**src/rtl/input_feed_sched_pkg.sv**
```systemverilog
// Shared definitions for the input activation feed sequencer: FSM state
// encodings and the drain settle length.
package input_feed_pkg;

   typedef logic [2:0] state_t;

   localparam state_t IDLE    = 3'd0;
   localparam state_t CLEAR   = 3'd1;
   localparam state_t FILL    = 3'd2;
   localparam state_t FLUSH   = 3'd3;
   localparam state_t FEED    = 3'd4;
   localparam state_t DRAIN   = 3'd5;
   localparam state_t DONE_ST = 3'd6;

   // Consecutive quiet cycles (FIFO empty, no output valid) that end a drain.
   localparam int DRAIN_SETTLE = 2;

endpackage

```
**src/rtl/input_feed_sched_if.sv**
```systemverilog
// Signal bundle between the feed sequencer (master) and its environment:
// layer config, activation memory read port, activation controller FIFO port.
interface input_feed_sched_if #(
   parameter int ADDR_WIDTH = 16,
   parameter int DATA_WIDTH = 32,
   parameter int LEN_WIDTH  = 16
) ();

   // Handshake: no valid/ready back-pressure. MEM_RD_DATA is valid exactly one
   // cycle after MEM_RD_EN; FIFO_WR_CMD pushes FIFO_WR_DATA in the same cycle and
   // FIFO_FULL is advisory only (a write while full is flagged on ERR).
   logic                  CFG_START;
   logic [ADDR_WIDTH-1:0] CFG_BASE_ADDR;
   logic [LEN_WIDTH-1:0]  CFG_NUM_WORDS;
   logic                  MEM_RD_EN;
   logic [ADDR_WIDTH-1:0] MEM_RD_ADDR;
   logic [DATA_WIDTH-1:0] MEM_RD_DATA;
   logic                  CLEAR_FIFO;
   logic                  START_FEED;
   logic                  FIFO_WR_CMD;
   logic [DATA_WIDTH-1:0] FIFO_WR_DATA;
   logic                  FIFO_FULL;
   logic                  FIFO_EMPTY;
   logic                  DATA_VALID;
   logic                  BUSY;
   logic                  DONE;
   logic                  ERR;
   logic [31:0]           PERF_CYCLES;
   logic [2:0]            DBG_STATE;

   modport master (
      input  CFG_START, CFG_BASE_ADDR, CFG_NUM_WORDS, MEM_RD_DATA,
             FIFO_FULL, FIFO_EMPTY, DATA_VALID,
      output MEM_RD_EN, MEM_RD_ADDR, CLEAR_FIFO, START_FEED, FIFO_WR_CMD,
             FIFO_WR_DATA, BUSY, DONE, ERR, PERF_CYCLES, DBG_STATE
   );

   modport slave (
      output CFG_START, CFG_BASE_ADDR, CFG_NUM_WORDS, MEM_RD_DATA,
             FIFO_FULL, FIFO_EMPTY, DATA_VALID,
      input  MEM_RD_EN, MEM_RD_ADDR, CLEAR_FIFO, START_FEED, FIFO_WR_CMD,
             FIFO_WR_DATA, BUSY, DONE, ERR, PERF_CYCLES, DBG_STATE
   );

endinterface

```
**src/rtl/input_feed_sched.sv**
```systemverilog
// Loads activations from memory into the activation controller FIFO in chunks
// of at most FIFO_DEPTH words, feeding and draining each. Busy-cycle counter is
// built only when INPUT_FEED_SCHED_PERF_EN is defined.
module input_feed_sched
   import input_feed_pkg::*;
#(
   parameter int ADDR_WIDTH = 16,
   parameter int DATA_WIDTH = 32,
   parameter int FIFO_DEPTH = 64,
   parameter int LEN_WIDTH  = 16
) (
   input logic               CLK,
   input logic               RESETN,
   input_feed_sched_if.master bus
);

   localparam logic [LEN_WIDTH-1:0] DEPTH_L     = LEN_WIDTH'(FIFO_DEPTH);
   localparam logic [1:0]           SETTLE_LAST = 2'(DRAIN_SETTLE - 1);

   state_t                state_q, state_d;
   logic [ADDR_WIDTH-1:0] addr_q, addr_d;
   logic [LEN_WIDTH-1:0]  remaining_q, remaining_d;
   logic [LEN_WIDTH-1:0]  chunk_q, chunk_d;
   logic [LEN_WIDTH-1:0]  issued_q, issued_d;
   logic [1:0]            settle_q, settle_d;
   logic                  err_q, err_d;
   logic                  start_prev_q;
   logic                  wr_cmd_q;

   logic                  start_rise;
   logic                  drained;
   logic [LEN_WIDTH-1:0]  next_chunk;
   logic [LEN_WIDTH-1:0]  issued_inc;
   logic [DATA_WIDTH-1:0] wr_data;

   assign start_rise = bus.CFG_START & ~start_prev_q;
   assign drained    = bus.FIFO_EMPTY & ~bus.DATA_VALID;
   assign next_chunk = (remaining_q > DEPTH_L) ? DEPTH_L : remaining_q;
   assign issued_inc = issued_q + LEN_WIDTH'(1);

   always_comb begin
      state_d     = state_q;
      addr_d      = addr_q;
      remaining_d = remaining_q;
      chunk_d     = chunk_q;
      issued_d    = issued_q;
      settle_d    = settle_q;
      err_d       = err_q;
      case (state_q)
         IDLE: if (start_rise) begin
            addr_d      = bus.CFG_BASE_ADDR;
            remaining_d = bus.CFG_NUM_WORDS;
            err_d       = 1'b0;
            state_d     = CLEAR;
         end
         CLEAR: begin
            if (remaining_q == '0) begin
               state_d = DONE_ST;
            end else begin
               state_d  = FILL;
               chunk_d  = next_chunk;
               issued_d = '0;
            end
         end
         FILL: begin
            addr_d   = addr_q + ADDR_WIDTH'(1);
            issued_d = issued_inc;
            if (issued_inc == chunk_q) state_d = FLUSH;
         end
         FLUSH: begin
            remaining_d = remaining_q - chunk_q;
            state_d     = FEED;
         end
         FEED: begin
            settle_d = '0;
            state_d  = DRAIN;
         end
         DRAIN: begin
            if (!drained) begin
               settle_d = '0;
            end else if (settle_q != SETTLE_LAST) begin
               settle_d = settle_q + 2'd1;
            end else if (remaining_q != '0) begin
               state_d  = FILL;
               chunk_d  = next_chunk;
               issued_d = '0;
            end else begin
               state_d = DONE_ST;
            end
         end
         DONE_ST: state_d = IDLE;
         default: state_d = IDLE;
      endcase
      // Overflow is only recorded; the write itself still goes out.
      if (wr_cmd_q && bus.FIFO_FULL) err_d = 1'b1;
   end

   always_ff @(posedge CLK) begin
      if (!RESETN) begin
         state_q      <= IDLE;
         addr_q       <= '0;
         remaining_q  <= '0;
         chunk_q      <= '0;
         issued_q     <= '0;
         settle_q     <= '0;
         err_q        <= 1'b0;
         start_prev_q <= 1'b0;
         wr_cmd_q     <= 1'b0;
      end else begin
         state_q      <= state_d;
         addr_q       <= addr_d;
         remaining_q  <= remaining_d;
         chunk_q      <= chunk_d;
         issued_q     <= issued_d;
         settle_q     <= settle_d;
         err_q        <= err_d;
         start_prev_q <= bus.CFG_START;
         wr_cmd_q     <= (state_q == FILL);
      end
   end

   // Write data is gated so the FIFO port reads all-zero whenever no push is active.
   assign wr_data          = wr_cmd_q ? bus.MEM_RD_DATA : '0;
   assign bus.FIFO_WR_DATA = wr_data;
   assign bus.FIFO_WR_CMD  = wr_cmd_q;
   assign bus.MEM_RD_EN    = (state_q == FILL);
   assign bus.MEM_RD_ADDR  = (state_q == FILL) ? addr_q : '0;
   assign bus.CLEAR_FIFO   = (state_q == CLEAR);
   assign bus.START_FEED   = (state_q == FEED);
   assign bus.BUSY         = (state_q != IDLE);
   assign bus.DONE         = (state_q == DONE_ST);
   assign bus.ERR          = err_q;
   assign bus.DBG_STATE    = state_q;

`ifdef INPUT_FEED_SCHED_PERF_EN
   logic [31:0] perf_q;

   always_ff @(posedge CLK) begin
      if (!RESETN) begin
         perf_q <= '0;
      end else if (state_q == IDLE && start_rise) begin
         perf_q <= '0;
      end else if (state_q != IDLE && perf_q != 32'hFFFF_FFFF) begin
         perf_q <= perf_q + 32'd1;
      end
   end

   assign bus.PERF_CYCLES = perf_q;
`else
   assign bus.PERF_CYCLES = '0;
`endif

endmodule

```
**src/flat_wrapper.sv**
```systemverilog
// flat-port wrapper written by rule: the top's interface ports become plain ports
module input_feed_sched_flat import input_feed_pkg::*;
#(
   parameter int ADDR_WIDTH = 16,
   parameter int DATA_WIDTH = 32,
   parameter int FIFO_DEPTH = 64,
   parameter int LEN_WIDTH  = 16
)
  (CLK, RESETN, bus_CFG_START, bus_CFG_BASE_ADDR, bus_CFG_NUM_WORDS, bus_MEM_RD_DATA, bus_FIFO_FULL, bus_FIFO_EMPTY, bus_DATA_VALID, bus_MEM_RD_EN, bus_MEM_RD_ADDR, bus_CLEAR_FIFO, bus_START_FEED, bus_FIFO_WR_CMD, bus_FIFO_WR_DATA, bus_BUSY, bus_DONE, bus_ERR, bus_PERF_CYCLES, bus_DBG_STATE);
  input_feed_sched_if #(.ADDR_WIDTH(ADDR_WIDTH), .DATA_WIDTH(DATA_WIDTH), .LEN_WIDTH(LEN_WIDTH)) bus_i ();
  input logic CLK;
  input logic RESETN;
  input wire logic [$bits(bus_i.CFG_START)-1:0] bus_CFG_START;
  input wire logic [$bits(bus_i.CFG_BASE_ADDR)-1:0] bus_CFG_BASE_ADDR;
  input wire logic [$bits(bus_i.CFG_NUM_WORDS)-1:0] bus_CFG_NUM_WORDS;
  input wire logic [$bits(bus_i.MEM_RD_DATA)-1:0] bus_MEM_RD_DATA;
  input wire logic [$bits(bus_i.FIFO_FULL)-1:0] bus_FIFO_FULL;
  input wire logic [$bits(bus_i.FIFO_EMPTY)-1:0] bus_FIFO_EMPTY;
  input wire logic [$bits(bus_i.DATA_VALID)-1:0] bus_DATA_VALID;
  output wire logic [$bits(bus_i.MEM_RD_EN)-1:0] bus_MEM_RD_EN;
  output wire logic [$bits(bus_i.MEM_RD_ADDR)-1:0] bus_MEM_RD_ADDR;
  output wire logic [$bits(bus_i.CLEAR_FIFO)-1:0] bus_CLEAR_FIFO;
  output wire logic [$bits(bus_i.START_FEED)-1:0] bus_START_FEED;
  output wire logic [$bits(bus_i.FIFO_WR_CMD)-1:0] bus_FIFO_WR_CMD;
  output wire logic [$bits(bus_i.FIFO_WR_DATA)-1:0] bus_FIFO_WR_DATA;
  output wire logic [$bits(bus_i.BUSY)-1:0] bus_BUSY;
  output wire logic [$bits(bus_i.DONE)-1:0] bus_DONE;
  output wire logic [$bits(bus_i.ERR)-1:0] bus_ERR;
  output wire logic [$bits(bus_i.PERF_CYCLES)-1:0] bus_PERF_CYCLES;
  output wire logic [$bits(bus_i.DBG_STATE)-1:0] bus_DBG_STATE;
  assign bus_i.CFG_START = bus_CFG_START;
  assign bus_i.CFG_BASE_ADDR = bus_CFG_BASE_ADDR;
  assign bus_i.CFG_NUM_WORDS = bus_CFG_NUM_WORDS;
  assign bus_i.MEM_RD_DATA = bus_MEM_RD_DATA;
  assign bus_i.FIFO_FULL = bus_FIFO_FULL;
  assign bus_i.FIFO_EMPTY = bus_FIFO_EMPTY;
  assign bus_i.DATA_VALID = bus_DATA_VALID;
  assign bus_MEM_RD_EN = bus_i.MEM_RD_EN;
  assign bus_MEM_RD_ADDR = bus_i.MEM_RD_ADDR;
  assign bus_CLEAR_FIFO = bus_i.CLEAR_FIFO;
  assign bus_START_FEED = bus_i.START_FEED;
  assign bus_FIFO_WR_CMD = bus_i.FIFO_WR_CMD;
  assign bus_FIFO_WR_DATA = bus_i.FIFO_WR_DATA;
  assign bus_BUSY = bus_i.BUSY;
  assign bus_DONE = bus_i.DONE;
  assign bus_ERR = bus_i.ERR;
  assign bus_PERF_CYCLES = bus_i.PERF_CYCLES;
  assign bus_DBG_STATE = bus_i.DBG_STATE;
  input_feed_sched #(.ADDR_WIDTH(ADDR_WIDTH), .DATA_WIDTH(DATA_WIDTH), .FIFO_DEPTH(FIFO_DEPTH), .LEN_WIDTH(LEN_WIDTH)) u_core (.CLK(CLK), .RESETN(RESETN), .bus(bus_i));
endmodule
```
**config.mk**
```make
export PLATFORM = sky130hd
export DESIGN_NAME = input_feed_sched_flat
export DESIGN_NICKNAME = d
export VERILOG_FILES = /design/src/rtl/input_feed_sched_pkg.sv /design/src/rtl/input_feed_sched_if.sv /design/src/rtl/input_feed_sched.sv /design/src/flat_wrapper.sv
export SDC_FILE = /design/constraint.sdc
export NUM_CORES = 1
export LEC_CHECK = 0
export ABC_CLOCK_PERIOD_IN_PS = 3350
export CORE_UTILIZATION = 48
export CTS_BUF_LIST = sky130_fd_sc_hd__clkbuf_8 sky130_fd_sc_hd__clkbuf_16
export CTS_CLUSTER_SIZE = 10
export DETAILED_ROUTE_END_ITERATION = 10
export GPL_ROUTABILITY_DRIVEN = 0
export PLACE_DENSITY = 0.91
export SYNTH_ARGS = -nofsm -noshare
export SYNTH_HDL_FRONTEND = slang
export SYNTH_SLANG_ARGS = --single-unit
export TNS_END_PERCENT = 5
```
**constraint.sdc**
```tcl
create_clock -name CLK -period 3.35 [get_ports CLK]
set_clock_uncertainty 0.2 [all_clocks]
set_input_delay 0.335 -clock CLK [delete_from_list [all_inputs] [get_ports CLK]]
set_output_delay 0.335 -clock CLK [all_outputs]
set_load 0.02 [all_outputs]
```
==> results.txt, run 1 <==
Result of the run: complete, no violations
Synthesized cell area: 5070 µm²
Number of antenna violations at the first check in global routing: 0
Number of enable flip-flop cells after synthesis: 0
Bufs on Longest Clock Path: 2
Leading register cell type out of synthesis: sky130_fd_sc_hd__dfxtp_1
Leading cell types in the layout, fill and taps excluded: sky130_fd_sc_hd__clkdlybuf4s50_1 (127), sky130_fd_sc_hd__nand2_1 (73), sky130_fd_sc_hd__dfxtp_1 (72)
Library cells used by synthesis: 68
Vertical die dimension: 105 µm
Maximum number of pins on one net before global-route repair: 44
Count of endpoints failing setup in the final report: 0
Total count of max-transition violations in the final report: 0
Leading post-synthesis cells by cell area: sky130_fd_sc_hd__dfxtp_1 (28%), sky130_fd_sc_hd__a21oi_1 (6.1%), sky130_fd_sc_hd__and2_1 (6.0%)
Register clock-pin slew on the reported worst setup and hold paths: 0.09 ns
Number of hold buffers added after CTS: 0
Crit share post-route: 91.9%
Part of the total power dissipated in combinational logic: 41.6%
Number of buffers added on ports: 127
Number of detailed-routing iterations run before antenna repair: 5
Count of buffering cells on the critical path with inverters included: 2
Internal Dissipation: 1.92 mW
Share of Yosys cell area claimed by the top area cell type: 28.4%
Pwr dens: 481 nW/µm²
Proportion of synthesized chip area in sequential cells: 28.4%
DR WL/cell: 15.1 µm
Effective utilization at floorplan: 49.3%
Layout cells sized above 1: 6.24%
Final core area utilization: 63.8%
Highest cell delay on the worst timing path: 0.64 ns
# resized after CTS: 0
Full die area: 11,000 µm²
DR DRC count: 0
Most common library cell in the layout ignoring fill and taps: sky130_fd_sc_hd__clkdlybuf4s50_1
Number of instances in the placed design: 921
Ys Warns: 0
Half-perimeter wire length after detailed placement: 10,200 µm
Total wire length: 14,100 µm
Crit path arrival time: 2.55 ns
Startpoint class of the critical path: flop
Ant diodes: 0
Biggest area consumer among synthesized cells: sky130_fd_sc_hd__dfxtp_1
Category of the worst setup path capture point: output port
Maximum clock frequency: 325 MHz
Number of setup buffers added after CTS: 0
# H-tree levels: 3
Global-route congestion overflow total: 0
Sequential Power Share: 32.8%
Horizontal die dimension: 105 µm
Critical-path maximum fanout: 22
Post-DRT Antenna Nets: 0
RSZ-0062 raised after global routing: no
Instance count of the mapped netlist: 684
Final cell area excluding filler cells: 6560 µm²
Switching part of the total power: 39.1%
Footprint of the multi-input gates: 3260 µm²
Overall power after layout: 3.16 mW
Number of nets at the end of the flow: 885
CTS root buf: sky130_fd_sc_hd__clkbuf_8
Layout filler cell count: 878
Row count: 37
Transition time at the pin with the least slew margin: 0.843 ns
Cell with the largest stage delay on the worst path: sky130_fd_sc_hd__clkdlybuf4s50_1
Clk network pwr share: 25.6%
FF/Latch Area: 1440 µm²
Count of vias placed by the detailed router: 5,201
Worst Hold Class: flop to flop
CTS tree: yes
Post-layout instance count excluding filler cells: 937
Mean Syn Cell Area: 7.41 µm²
Synth Register Bits: 72
Crit Path Class: flop to output port
Ordered list of cells on the worst path: nor2_1, nand2_1, inv_1, and2_1, clkdlybuf4s50_1
Hold Fails Final Rpt: 0
Per-cell via count in the routed design: 5.55
Global-route wire length before repair: 23,200 µm
Detailed Route Iter0 Violations: 310
Final TNS setup: 0 ns
Period minus WS final: 3.08 ns
# Max-Cap Violations: 0
Total routing usage reported by global routing: 25.7%
Total CTS buffers: 9
Max-slew headroom at the worst pin: 43.7%
Data required time of the worst path: 2.81 ns
Switching component of the power: 1.23 mW
Core ar.: 10,300 µm²
Skew-Pair Late Insertion Delay: 0.36 ns
Fraction of registers with async set or reset after synthesis: 0%
Cell area reported after detailed placement: 6330 µm²
Area growth from synthesis to final layout: 29.4%
Reported leakage power: 2.56 nW
Boundary pin count: 160
Via count of the first global-routing pass: 4,702
IR Drop Worst-Case VDD: 0.291 mV
Number of sinks handled by clock tree synthesis: 72
Top cell family by delay on the critical path: buffers and inverters
worst paths after layout:
check                                from                      to  slack [ns]  cells past startpoint
setup reg to reg        u_core.chunk_q[0]  u_core.remaining_q[14]        0.51                     10
setup / recovery  u_core.bus.DBG_STATE[2]      bus_MEM_RD_ADDR[4]        0.27                      5
hold / removal         u_core.settle_q[1]      u_core.settle_q[1]        0.26                      2
hold reg to reg        u_core.settle_q[1]      u_core.settle_q[1]        0.26                      2
layout make-up:
type / instances / area share, %
well taps: 136 / 2.59
inverters: 25 / 1.43
clock inverters: 7 / 1.56
clock buffers: 9 / 1.89
flip-flops and latches: 72 / 22.0
repair buffers: 138 / 20.8
multi-input cells: 550 / 49.7
power by group through the flow:
stage	clock network [mW]	registers [mW]	logic, mW
2_1_floorplan	0	1.02	0.942
3_3_place_gp	0	1.05	1.28
3_5_place_dp	0	1.05	1.29
4_1_cts	0.813	1.03	1.30
5_1_grt	0.848	1.05	1.44
6_report	0.808	1.04	1.31
cell usage after synthesis, types with 2 or more instances:
cell type / instances
sky130_fd_sc_hd__nand2b_1: 4
sky130_fd_sc_hd__nand2_1: 73
sky130_fd_sc_hd__o211ai_1: 2
sky130_fd_sc_hd__and3_1: 9
sky130_fd_sc_hd__nand4b_1: 3
sky130_fd_sc_hd__nand4_1: 4
sky130_fd_sc_hd__a22oi_1: 4
sky130_fd_sc_hd__nor3b_1: 2
sky130_fd_sc_hd__or2_2: 3
sky130_fd_sc_hd__nor2_1: 57
sky130_fd_sc_hd__dfxtp_1: 72
sky130_fd_sc_hd__ha_1: 18
sky130_fd_sc_hd__nand4_2: 2
sky130_fd_sc_hd__nor4_1: 4
sky130_fd_sc_hd__and4_1: 2
sky130_fd_sc_hd__a21oi_1: 62
sky130_fd_sc_hd__o31ai_1: 2
sky130_fd_sc_hd__nor2_2: 5
sky130_fd_sc_hd__buf_2: 8
sky130_fd_sc_hd__a221oi_1: 4
sky130_fd_sc_hd__a211oi_1: 6
sky130_fd_sc_hd__clkbuf_1: 26
sky130_fd_sc_hd__xnor2_1: 12
sky130_fd_sc_hd__nor2b_1: 4
sky130_fd_sc_hd__mux2i_1: 2
sky130_fd_sc_hd__nor3_1: 20
sky130_fd_sc_hd__a21o_1: 14
sky130_fd_sc_hd__o21a_1: 3
sky130_fd_sc_hd__o21ai_2: 3
sky130_fd_sc_hd__nand3_1: 30
sky130_fd_sc_hd__a311oi_1: 7
sky130_fd_sc_hd__xor2_1: 20
sky130_fd_sc_hd__o21ai_0: 41
sky130_fd_sc_hd__o221ai_1: 2
sky130_fd_sc_hd__a31oi_1: 8
sky130_fd_sc_hd__inv_1: 24
sky130_fd_sc_hd__and2_1: 49
sky130_fd_sc_hd__nand3b_1: 3
sky130_fd_sc_hd__or3_1: 7
sky130_fd_sc_hd__a31o_2: 3
sky130_fd_sc_hd__buf_4: 33
stage by stage:
| step | hold slack [ns] | worst slack (ns) |
|---|---|---|
| 2_1_floorplan | 0.232 | 0.834 |
| 3_3_place_gp | 0.237 | 0.686 |
| 3_5_place_dp | 0.253 | 0.583 |
| 4_1_cts | 0.265 | 0.303 |
| 5_1_grt | 0.291 | 0.133 |
| 6_report | 0.263 | 0.270 |
cells by family (layout without fill, tap and decap cells):
logic type               count (synthesis)  count (layout)  synth area share, %
adder cells (fa/ha/maj)                 19              19                 4.84
AO/OA/AOI/OAI                          176             176                 21.7
other                                    1              32               0.0739
buffers and inverters                   93             179                 9.52
AND/OR/NAND/NOR                        288             288                 29.3
multiplexers                             3               3                0.617
flip-flops                              72              72                 28.4
XOR/XNOR                                32              32                 5.53
flip-flops by register name, indices dropped and copies added, names as in the netlist:
name                    count
u_core.issued_q            16
u_core.settle_q             2
u_core.addr_q              16
u_core.remaining_q         16
u_core.start_prev_q         1
u_core.chunk_q             16
u_core.bus.FIFO_WR_CMD      1
u_core.bus.DBG_STATE        3
u_core.bus.ERR              1
worst min-delay path, stage by stage (launching register included):
cell and delay (ns):
sky130_fd_sc_hd__dfxtp_1 0.32, sky130_fd_sc_hd__nand2_1 0.05, sky130_fd_sc_hd__a21oi_1 0.05
routing by layer:
metal	global-route usage, %	vias up	routed length, µm
met5	0	-	0
met4	7.14	0	200
met3	4.87	18	893
met2	40.5	183	6610
met1	35.7	2436	6420
li1	-	2564	-
Power figures use the tool's default switching activity.
==> run 2: changes to the inputs <==
Settings changed: SKIP_CTS_REPAIR_TIMING from default to 1.
==> results of run 2 <==
The final DEF is identical to that of run 1; final timing and power are the same.
==> run 3: changes to the inputs <==
--- a/config.mk
+++ b/config.mk
@@ -7,4 +7,5 @@
 export LEC_CHECK = 0
 export ABC_CLOCK_PERIOD_IN_PS = 3350
+export CORE_MARGIN = 2
 export CORE_UTILIZATION = 48
 export CTS_BUF_LIST = sky130_fd_sc_hd__clkbuf_8 sky130_fd_sc_hd__clkbuf_16
==> constraint.sdc (replaced) <==
create_clock -name CLK -period 3.35 [get_ports CLK]
set_clock_uncertainty 0.2 [all_clocks]
set_input_delay 0.67 -clock CLK [delete_from_list [all_inputs] [get_ports CLK]]
set_output_delay 0.67 -clock CLK [all_outputs]
set_load 0.02 [all_outputs]
==> run 3 against run 2 <==
  * Cell count is 0.32% higher
  * Total power is 3.1% lower
  * Hold slack worse by 0.00087 ns
  * Setup slack worse by 0.092 ns
  * Critical endpoint is now bus_MEM_RD_ADDR[14]
  * Die area is 3.9% higher
  * Largest cell class unchanged
  * Maximum frequency is 2.9% lower
  * Flip-flop and latch count stayed put
  * Sequential share of layout area hardly changed
  * Clock power is 12% lower
  * Via count is 0.48% higher
  * Critical path type unchanged
==> results.txt, run 3 (same netlist as run 1, synthesis figures left out) <==
Maximum number of pins on one net before global-route repair: 44 (unchanged)
Switching part of the total power: 39.1% (+0.052 points)
Count of vias placed by the detailed router: 5,226 (+0.48%)
Layout filler cell count: 877 (-0.11%)
Pwr dens: 467 nW/µm² (-2.9%)
Number of sinks handled by clock tree synthesis: 72 (unchanged)
Post-DRT Antenna Nets: 0 (unchanged)
Total wire length: 14,500 µm (+2.3%)
Layout cells sized above 1: 6.72% (+0.47 points)
Final TNS setup: 0 ns (unchanged)
Number of buffers added on ports: 127 (unchanged)
Detailed Route Iter0 Violations: 315 (+1.6%)
Global-route congestion overflow total: 0 (unchanged)
# Max-Cap Violations: 0 (unchanged)
Critical-path maximum fanout: 13 (-41%)
Ant diodes: 0 (unchanged)
DR WL/cell: 15.4 µm (+2.0%)
Reported leakage power: 2.56 nW (-0.18%)
Overall power after layout: 3.06 mW (-3.1%)
Period minus WS final: 3.17 ns (+0.0925 ns)
Max-slew headroom at the worst pin: 49.7% (+6.0 points)
Half-perimeter wire length after detailed placement: 10,700 µm (+4.7%)
Boundary pin count: 160 (unchanged)
Via count of the first global-routing pass: 4,785 (+1.8%)
Highest cell delay on the worst timing path: 0.54 ns (-0.10 ns)
DR DRC count: 0 (unchanged)
Core ar.: 10,300 µm² (unchanged)
CTS tree: yes
Count of endpoints failing setup in the final report: 0 (unchanged)
Part of the total power dissipated in combinational logic: 43.1% (+1.5 points)
Setup slack at placement: 0.527 ns (-0.0560 ns)
# H-tree levels: 3 (unchanged)
IR Drop Worst-Case VDD: 0.258 mV (-11%)
Sequential Power Share: 33.7% (+0.9 points)
Startpoint class of the critical path: flop
Crit share post-route: 94.7% (+2.8 points)
Crit path arrival time: 2.30 ns (-0.25 ns)
Ordered list of cells on the worst path: nor2_1, nand2_1, clkinvlp_4, buf_4, and2_1, clkdlybuf4s50_1
Switching component of the power: 1.20 mW (-2.9%)
Transition time at the pin with the least slew margin: 0.753 ns (-0.0899 ns)
Hold Fails Final Rpt: 0 (unchanged)
Most common library cell in the layout ignoring fill and taps: sky130_fd_sc_hd__clkdlybuf4s50_1
Skew-Pair Late Insertion Delay: 0.37 ns (about the same)
Area growth from synthesis to final layout: 29.2%
CTS root buf: sky130_fd_sc_hd__clkbuf_8
Global-route wire length before repair: 23,100 µm (-0.21%)
Clk network pwr share: 23.1% (-2.5 points)
Effective utilization at floorplan: 49.3% (unchanged)
RSZ-0062 raised after global routing: no
Leading cell types in the layout, fill and taps excluded: sky130_fd_sc_hd__clkdlybuf4s50_1 (127), sky130_fd_sc_hd__nand2_1 (73), sky130_fd_sc_hd__dfxtp_1 (72)
Maximum clock frequency: 315 MHz (-2.9%)
Number of detailed-routing iterations run before antenna repair: 6 (+1)
Total CTS buffers: 9 (unchanged)
Bufs on Longest Clock Path: 2 (unchanged)
Total routing usage reported by global routing: 24.9% (-0.82 points)
Full die area: 11,400 µm² (+3.9%)
Total count of max-transition violations in the final report: 0 (unchanged)
Category of the worst setup path capture point: output port
Data required time of the worst path: 2.48 ns (-0.33 ns)
Horizontal die dimension: 107 µm (+1.9%)
Cell with the largest stage delay on the worst path: sky130_fd_sc_hd__clkdlybuf4s50_1
Final setup margin: 0.177 ns (-0.0925 ns)
Vertical die dimension: 107 µm (+1.9%)
Per-cell via count in the routed design: 5.56 (+0.16%)
Register clock-pin slew on the reported worst setup and hold paths: 0.08 ns (about the same)
Number of antenna violations at the first check in global routing: 0 (unchanged)
Row count: 37 (unchanged)
Internal Dissipation: 1.86 mW (-3.2%)
Result of the run: complete, no violations
Crit Path Class: flop to output port
Worst Hold Class: flop to flop
Number of nets at the end of the flow: 889 (+0.45%)
==> run 3: cell count changes in the layout (fill, tap and decap cells not counted), sizes merged <==
cell	delta
clkbuf	+1
inv	-3
clkinvlp	+1
clkinv	+1
buf	+4
bufinv	-1
==> run 3: critical path: cells and delay by family (launching register included) <==
| family | cells | cell delay [ns] |
|---|---|---|
| AND/OR/NAND/NOR | 3 | 0.43 |
| buffers and inverters | 3 | 1.03 |
| flip-flops | 1 | 0.48 |
==> run 3: per-stage QoR <==
| step | cells | area [µm²] | util [%] | hold slack [ns] |
|---|---|---|---|---|
| after floorplan | 715 | 5190 | - | 0.232 |
| after global placement | 925 | 6350 | 61.8 | 0.239 |
| after detailed placement | 925 | 6350 | 61.8 | 0.247 |
| after CTS | 940 | 6550 | 63.7 | 0.258 |
| after global routing | 940 | 6550 | 63.7 | 0.273 |
| final | 940 | 6550 | 63.7 | 0.262 |
==> run 3: metal layers <==
layer  global-route usage (%)  routed length [µm]  share of wire (%)
met1                     32.9                6100                 42
met2                     40.9                7160                 50
met3                     3.59                 874                6.0
met4                     9.83                 322                2.2
met5                        0                   0                  0
==> run 3: layout make-up <==
type | instances | area, µm² | area share [%]
multi-input cells | 550 | 3260 | 49.8
repair buffers | 142 | 1380 | 21.1
clock inverters | 5 | 56.3 | 0.860
well taps | 136 | 170 | 2.60
flip-flops and latches | 72 | 1440 | 22.0
inverters | 25 | 97.6 | 1.49
clock buffers | 10 | 138 | 2.10
==> run 3: path summary, 6_finish.rpt <==
kind	depth (start not counted)	slack, ns	from	end
hold reg to reg	2	0.26	u_core.chunk_q[5]	u_core.chunk_q[5]
setup / recovery	6	0.18	u_core.bus.DBG_STATE[0]	bus_MEM_RD_ADDR[14]
setup reg to reg	11	0.54	u_core.remaining_q[0]	u_core.remaining_q[14]
hold / removal	2	0.26	u_core.chunk_q[5]	u_core.chunk_q[5]
==> run 3: power by group through the flow <==
stage	clock network [mW]	logic (mW)	registers, mW
after floorplan	0	0.942	1.02
after global placement	0	1.28	1.04
after detailed placement	0	1.30	1.05
after CTS	0.710	1.31	1.03
after global routing	0.741	1.46	1.05
final	0.708	1.32	1.03
